### src/rtl/fifo_sync_pkg.sv
// ---------------------------------------------------------------------------
// fifo_sync_pkg
// Helpers shared by the clock-domain-crossing pointer synchronizers of the
// async FIFO: Gray-to-binary conversion, population count, the synchronizer
// depth legality check and the sticky error flag bundle.
//
// The functions work on a fixed maximum width (PTR_MAX_W). Callers zero-extend
// narrower pointers in and truncate results back out. Zero-extending a Gray
// code does not change its binary value, so this is exact.
// ---------------------------------------------------------------------------
package fifo_sync_pkg;

  localparam int PTR_MAX_W = 17;
  localparam int SYNC_MIN  = 2;
  localparam int SYNC_MAX  = 4;

  typedef logic [PTR_MAX_W-1:0] ptr_max_t;

  // Sticky error flags raised on the read side of the crossing.
  typedef struct packed {
    logic gray;  // more than one Gray bit moved between two samples
    logic ovf;   // fill level above the FIFO depth
  } err_flags_t;

  // Binary bit i is the XOR of all Gray bits from the MSB down to i.
  function automatic ptr_max_t gray2bin(input ptr_max_t g);
    ptr_max_t b;
    b[PTR_MAX_W-1] = g[PTR_MAX_W-1];
    for (int i = PTR_MAX_W - 2; i >= 0; i--) begin
      b[i] = b[i+1] ^ g[i];
    end
    return b;
  endfunction

  function automatic int unsigned popcount(input ptr_max_t v);
    int unsigned cnt;
    cnt = 0;
    for (int i = 0; i < PTR_MAX_W; i++) begin
      cnt += int'(v[i]);
    end
    return cnt;
  endfunction

  function automatic bit sync_stages_ok(input int stages);
    return (stages >= SYNC_MIN) && (stages <= SYNC_MAX);
  endfunction

endpackage

### src/rtl/sync_chain.sv
// ---------------------------------------------------------------------------
// sync_chain
// Multi-flop synchronizer for a bus that changes at most one bit per update
// (a Gray pointer). It is used by both the write-to-read and the
// read-to-write pointer crossings.
//
// Parameters:
//   WIDTH  - bus width
//   STAGES - number of flops; q is the last flop, so latency is STAGES edges
// Ports:
//   clk    in   destination-domain clock
//   rst_n  in   asynchronous active-low reset; clears every stage
//   d      in   WIDTH  bus from the source domain
//   q      out  WIDTH  synchronized bus
// ---------------------------------------------------------------------------
module sync_chain #(
  parameter int WIDTH  = 1,
  parameter int STAGES = 2
) (
  input  logic             clk,
  input  logic             rst_n,
  input  logic [WIDTH-1:0] d,
  output logic [WIDTH-1:0] q
);

  logic [WIDTH-1:0] stage_q [STAGES];

  always_ff @(posedge clk or negedge rst_n) begin
    if (!rst_n) begin
      for (int i = 0; i < STAGES; i++) begin
        stage_q[i] <= '0;
      end
    end else begin
      stage_q[0] <= d;
      for (int i = 1; i < STAGES; i++) begin
        stage_q[i] <= stage_q[i-1];
      end
    end
  end

  assign q = stage_q[STAGES-1];

endmodule

### src/rtl/wptr_sync_lvl.sv
// ---------------------------------------------------------------------------
// wptr_sync_lvl
// This block brings the FIFO Gray write pointer into the read clock domain.
// It derives the fill level and the flags that depend on the level, and it
// watches the crossing for two faults.
//
// Pipeline (all on rclk):
//   sync : wptr -> SYNC_STAGES flops -> rq_wptr
//   P1   : rq_wbin <= bin(rq_wptr), rbin_q <= bin(rptr)
//   P2   : rlevel, rempty_lvl, ralmost_empty, rovf_err from one difference
// Every output comes straight from a flop. No input has a combinational
// path to any output.
//
// Parameters:
//   ADDRSIZE    - FIFO address bits; pointers are ADDRSIZE+1 bits
//   SYNC_STAGES - synchronizer depth, 2..4
//   AE_THRESH   - almost-empty threshold in entries, 1..2^ADDRSIZE
// Ports:
//   rclk          in   read-domain clock
//   rrst_n        in   asynchronous active-low reset
//   wptr          in   Gray write pointer (write domain)
//   rptr          in   Gray read pointer (already rclk domain)
//   err_clr       in   clears the sticky error flags
//   rq_wptr       out  synchronized Gray write pointer
//   rq_wbin       out  binary form of rq_wptr (one edge later)
//   rlevel        out  fill level in entries
//   rempty_lvl    out  rlevel == 0
//   ralmost_empty out  rlevel <= AE_THRESH
//   rgray_err     out  sticky: multi-bit Gray change seen on rq_wptr
//   rovf_err      out  sticky: level above 2^ADDRSIZE
// ---------------------------------------------------------------------------
module wptr_sync_lvl
  import fifo_sync_pkg::*;
#(
  parameter int ADDRSIZE    = 4,
  parameter int SYNC_STAGES = 2,
  parameter int AE_THRESH   = 2
) (
  input  logic              rclk,
  input  logic              rrst_n,
  input  logic [ADDRSIZE:0] wptr,
  input  logic [ADDRSIZE:0] rptr,
  input  logic              err_clr,
  output logic [ADDRSIZE:0] rq_wptr,
  output logic [ADDRSIZE:0] rq_wbin,
  output logic [ADDRSIZE:0] rlevel,
  output logic              rempty_lvl,
  output logic              ralmost_empty,
  output logic              rgray_err,
  output logic              rovf_err
);

  localparam int PW = ADDRSIZE + 1;
  localparam logic [PW-1:0] FULL_LVL = {1'b1, {ADDRSIZE{1'b0}}};
  localparam logic [PW-1:0] AE_LVL   = PW'(AE_THRESH);

  // Bad parameters stop elaboration.
  if (!sync_stages_ok(SYNC_STAGES)) begin : g_bad_sync_stages
    $error("wptr_sync_lvl: SYNC_STAGES must be in 2..4");
  end
  if (PW > PTR_MAX_W) begin : g_bad_addrsize
    $error("wptr_sync_lvl: ADDRSIZE too large for fifo_sync_pkg helpers");
  end
  if ((AE_THRESH < 1) || (AE_THRESH > (1 << ADDRSIZE))) begin : g_bad_ae
    $error("wptr_sync_lvl: AE_THRESH must be in 1..2^ADDRSIZE");
  end

  // ---------------- synchronizer ----------------
  logic [PW-1:0] sync_q;

  sync_chain #(
    .WIDTH  (PW),
    .STAGES (SYNC_STAGES)
  ) u_sync (
    .clk   (rclk),
    .rst_n (rrst_n),
    .d     (wptr),
    .q     (sync_q)
  );

  // ---------------- registers ----------------
  logic [PW-1:0] wprev_q;              // rq_wptr from the previous edge
  logic [PW-1:0] rq_wbin_q, rq_wbin_d;
  logic [PW-1:0] rbin_q,    rbin_d;
  logic [PW-1:0] rlevel_q,  rlevel_d;
  logic          rempty_q,  rempty_d;
  logic          rae_q,     rae_d;
  err_flags_t    err_q,     err_d;

  // ---------------- next state ----------------
  logic [PW-1:0] diff;
  logic          gray_bad;
  logic          lvl_ovf;

  always_comb begin
    rq_wbin_d = PW'(gray2bin(PTR_MAX_W'(sync_q)));
    rbin_d    = PW'(gray2bin(PTR_MAX_W'(rptr)));

    // Modular subtraction handles pointer wrap-around for free.
    diff      = rq_wbin_q - rbin_q;
    rlevel_d  = diff;
    rempty_d  = (diff == '0);
    rae_d     = (diff <= AE_LVL);
    lvl_ovf   = (diff > FULL_LVL);

    // Both values reset to 0, so the first sample after reset never trips.
    gray_bad  = popcount(PTR_MAX_W'(sync_q ^ wprev_q)) > 1;

    // Setting has priority over err_clr, so an error seen in the same
    // cycle as a clear is not lost.
    err_d = err_q;
    if (gray_bad) begin
      err_d.gray = 1'b1;
    end else if (err_clr) begin
      err_d.gray = 1'b0;
    end
    if (lvl_ovf) begin
      err_d.ovf = 1'b1;
    end else if (err_clr) begin
      err_d.ovf = 1'b0;
    end
  end

  always_ff @(posedge rclk or negedge rrst_n) begin
    if (!rrst_n) begin
      wprev_q   <= '0;
      rq_wbin_q <= '0;
      rbin_q    <= '0;
      rlevel_q  <= '0;
      rempty_q  <= 1'b1;
      rae_q     <= 1'b1;
      err_q     <= '0;
    end else begin
      wprev_q   <= sync_q;
      rq_wbin_q <= rq_wbin_d;
      rbin_q    <= rbin_d;
      rlevel_q  <= rlevel_d;
      rempty_q  <= rempty_d;
      rae_q     <= rae_d;
      err_q     <= err_d;
    end
  end

  // ---------------- outputs ----------------
  assign rq_wptr       = sync_q;
  assign rq_wbin       = rq_wbin_q;
  assign rlevel        = rlevel_q;
  assign rempty_lvl    = rempty_q;
  assign ralmost_empty = rae_q;
  assign rgray_err     = err_q.gray;
  assign rovf_err      = err_q.ovf;

endmodule
### config.mk
export PLATFORM = sky130hd
export DESIGN_NAME = wptr_sync_lvl
export DESIGN_NICKNAME = d
export VERILOG_FILES = /design/src/rtl/fifo_sync_pkg.sv /design/src/rtl/sync_chain.sv /design/src/rtl/wptr_sync_lvl.sv
export SDC_FILE = /design/constraint.sdc
export NUM_CORES = 1
export LEC_CHECK = 0
export BUFFER_PORTS_ARGS = -buffer_cell sky130_fd_sc_hd__buf_2
export CAP_MARGIN = 20
export CORE_AREA = 2 2 51 53
export CTS_BUF_LIST = sky130_fd_sc_hd__clkbuf_4
export CTS_CLUSTER_DIAMETER = 200
export DETAILED_ROUTE_END_ITERATION = 12
export DIE_AREA = 0 0 53 55
export GPL_TIMING_DRIVEN = 0
export PLACE_DENSITY_LB_ADDON = 0.2
export SLEW_MARGIN = 30
export SYNTH_ARGS = -nofsm -noshare
export SYNTH_HDL_FRONTEND = slang
export SYNTH_SLANG_ARGS = --single-unit
### constraint.sdc
create_clock -name rclk -period 3 [get_ports rclk]
set_input_delay 0.6 -clock rclk [delete_from_list [all_inputs] [get_ports rclk]]
set_output_delay 0.6 -clock rclk [all_outputs]
set_load 0.05 [all_outputs]
==> results.toml <==
[floorplanning]
design.portCount = 32
die_h_um = 55
die_x_um = 53
core_area_um2 = 2360
dieArea_um2 = 2920
initial_core_util_pct = 54.2
rows = 18

[grt]
grt.overflow.total = 0
grt_util_all_layers_pct = 14.7
antenna_found_initial = 0
globalRouteMet3Util_pct = 8.87
met1_usage_pct = 14.3
grt_pass1_wl_um = 2790
grt_max_degree = 34
grt_busiest_layer = "met2"
grt_use_met2_pct = 25.2
grt_pass1_vias = 673

[sta]
min_period_ps = 1990
fin_crit_sh_pct = 66.5
relSlewSlack_pct = 54.5
setup_tns_ps = 0
finalSetupViolCount = 0
tightestPinTransition_ps = 682
finalWorstSetupSlack_ps = 1010
max_freq_mhz = 502
skew_ps = 5.96
slew_violations = 0
finalHoldViolations = 0
rsz0062_at_grt = "no"

[detailed_routing]
drt_iter0_markers = 1
vias = 712
drt.antenna.violating_nets = 0
drc = 0
dr.pass1.iters = 2
wl_um = 1670
wire_per_inst_um = 10.9
drt-vias-per-instance = 4.65

[worst_setup_path]
cpMostUsedCell = "inv_1"
critical_path.startpoint_type = "flop"
crit_type = "reg2reg"
worstSetupEndpointType = "flop"
cp_max_fo = 4
critPathMaxStageDelay_ps = 390
crit_family = "compound AO/OA/AOI/OAI gates"
crit_chain = "inv_1, ha_1, inv_1, fa_1, a21o_1, a21oi_2, xnor2_1, a2111oi_2"
r2r-start = "rq_wbin[0]"
setup.worst_path.start = "rq_wbin[0]"
reg2reg_depth = 8
critical_path_arrival_ps = 2220
cpMaxStageDelayCell = "fa_1"
path_depth = 8
path_buf_inv = 2
critPathRequiredTime_ps = 3220

[pwr]
power_density_nw_per_um2 = 846
leakagePower_nw = 0.759
peakVddDrop_mv = 0.579

[synthesis]
netlist_instances = 84
syn_area_um2 = 1280
ys_ff_latch = 33
syn_nets = 104
syn_avg_cell_area_um2 = 15.3
yosysSeqAreaShare_pct = 64.6
ys.warnings.count = 0
synth_cell_types = 22

[clock_network]
clk_latency_ps = 320
cts_hold_buf = 0
clockBufferDepth = 2
cts_setup_buffers = 0
cts-resized-gates = 0
clk_pin_slew_worst_paths_ps = 90
cts.sinks = 33
cts-buffers-inserted = 5
h-tree-depth = 2
clockRootBuffer = "clkbuf_4"
tritoncts = "built"

[layout]
layout_common_cells = "buf_2 (31), dfrtp_1 (31), xor2_1 (10)"
fin_nets = 142
drive_gt1_share_pct = 41.5
syn2layout_area_growth_pct = 18.9
diodes = 0

[outcome]
status = "complete, no violations"

[place]
gp_congestion = 0.745
numPortBuffers = 31
dp_slack_ps = 999
post-dp-hpwl_um = 1270

[hold_path]
hp-class = "in2async"

[job]
maxCapViolCount = 0
-- stage by stage --
stage          hold WS (ps)  instance area (µm²)  total power [mW]  utilization (%)  cells
2_1_floorplan           304                 1280             0.970                -     84
3_3_place_gp            332                 1470              1.08             62.3    145
3_5_place_dp            345                 1470              1.08             62.3    145
4_1_cts                 321                 1520              1.31             64.4    153
5_1_grt                 334                 1520              1.38             64.4    153
6_report                306                 1520              1.29             64.4    153
-- Yosys cell counts --
cell	instances	share of area, %
inv_1	8	2.3
a21oi_2	1	0.68
o21ai_0	1	0.39
buf_4	6	3.5
dfrtp_1	31	61
a2111o_1	1	0.88
nand2_1	1	0.29
fa_1	2	3.1
or3_1	1	0.49
ha_1	5	4.9
nor2b_1	2	0.98
a21oi_1	1	0.39
nand2b_1	1	0.49
xor2_1	10	6.8
o22a_1	1	0.68
nor4_1	1	0.49
xor2_2	1	1.3
a2111oi_2	1	1.2
xnor2_2	3	3.8
a21o_1	1	0.59
dfstp_2	2	4.1
xnor2_1	3	2.1
-- layout make-up --
type / count / area (µm²)
fill: 197 / 841
sequential: 33 / 828
multi-input combinational: 37 / 378
timing repair buffer: 31 / 155
buffer: 6 / 45.0
clock buffer: 5 / 37.5
tap: 30 / 37.5
inverter: 8 / 30.0
clock inverter: 3 / 12.5
-- logic make-up (layout without fill, tap and decap cells) --
group | after synthesis | count (layout) | share of synthesized area [%]
buf+inv | 14 | 53 | 5.86
xor+xnor | 17 | 17 | 14.0
compound gates | 7 | 7 | 4.78
fa+ha+maj | 7 | 7 | 8.01
flops | 33 | 33 | 64.6
simple gates | 6 | 6 | 2.73
-- registers in the layout, summed over array words and instances (netlist names) --
signal          cells
ralmost_empty       1
u_sync.stage_q      5
rovf_err            1
rgray_err           1
rbin_q              5
u_sync.q            5
wprev_q             4
rlevel              5
rempty_lvl          1
rq_wbin             5
-- power breakdown --
part	total [mW]	switching (mW)	internal, mW
clock network	0.221	0.137	0.0846
registers	0.558	0.0295	0.529
logic	0.510	0.367	0.143
-- worst paths after layout --
check / end / slack, ps
worst max register to register: ralmost_empty / 1010
max in group asynchronous: u_sync.q[4] / 2250
worst min register to register: u_sync.q[3] / 360
min in group rclk: u_sync.q[3] / 360
worst max-delay path: ralmost_empty / 1010
worst min-delay path: rgray_err / 310
-- per-layer routing --
metal	wire length (µm)	vias to the layer above
li1	-	340
met1	664	344
met2	856	25
met3	125	3
met4	23	0
met5	0	-
Note: power is estimated with default switching activity, not from simulation.
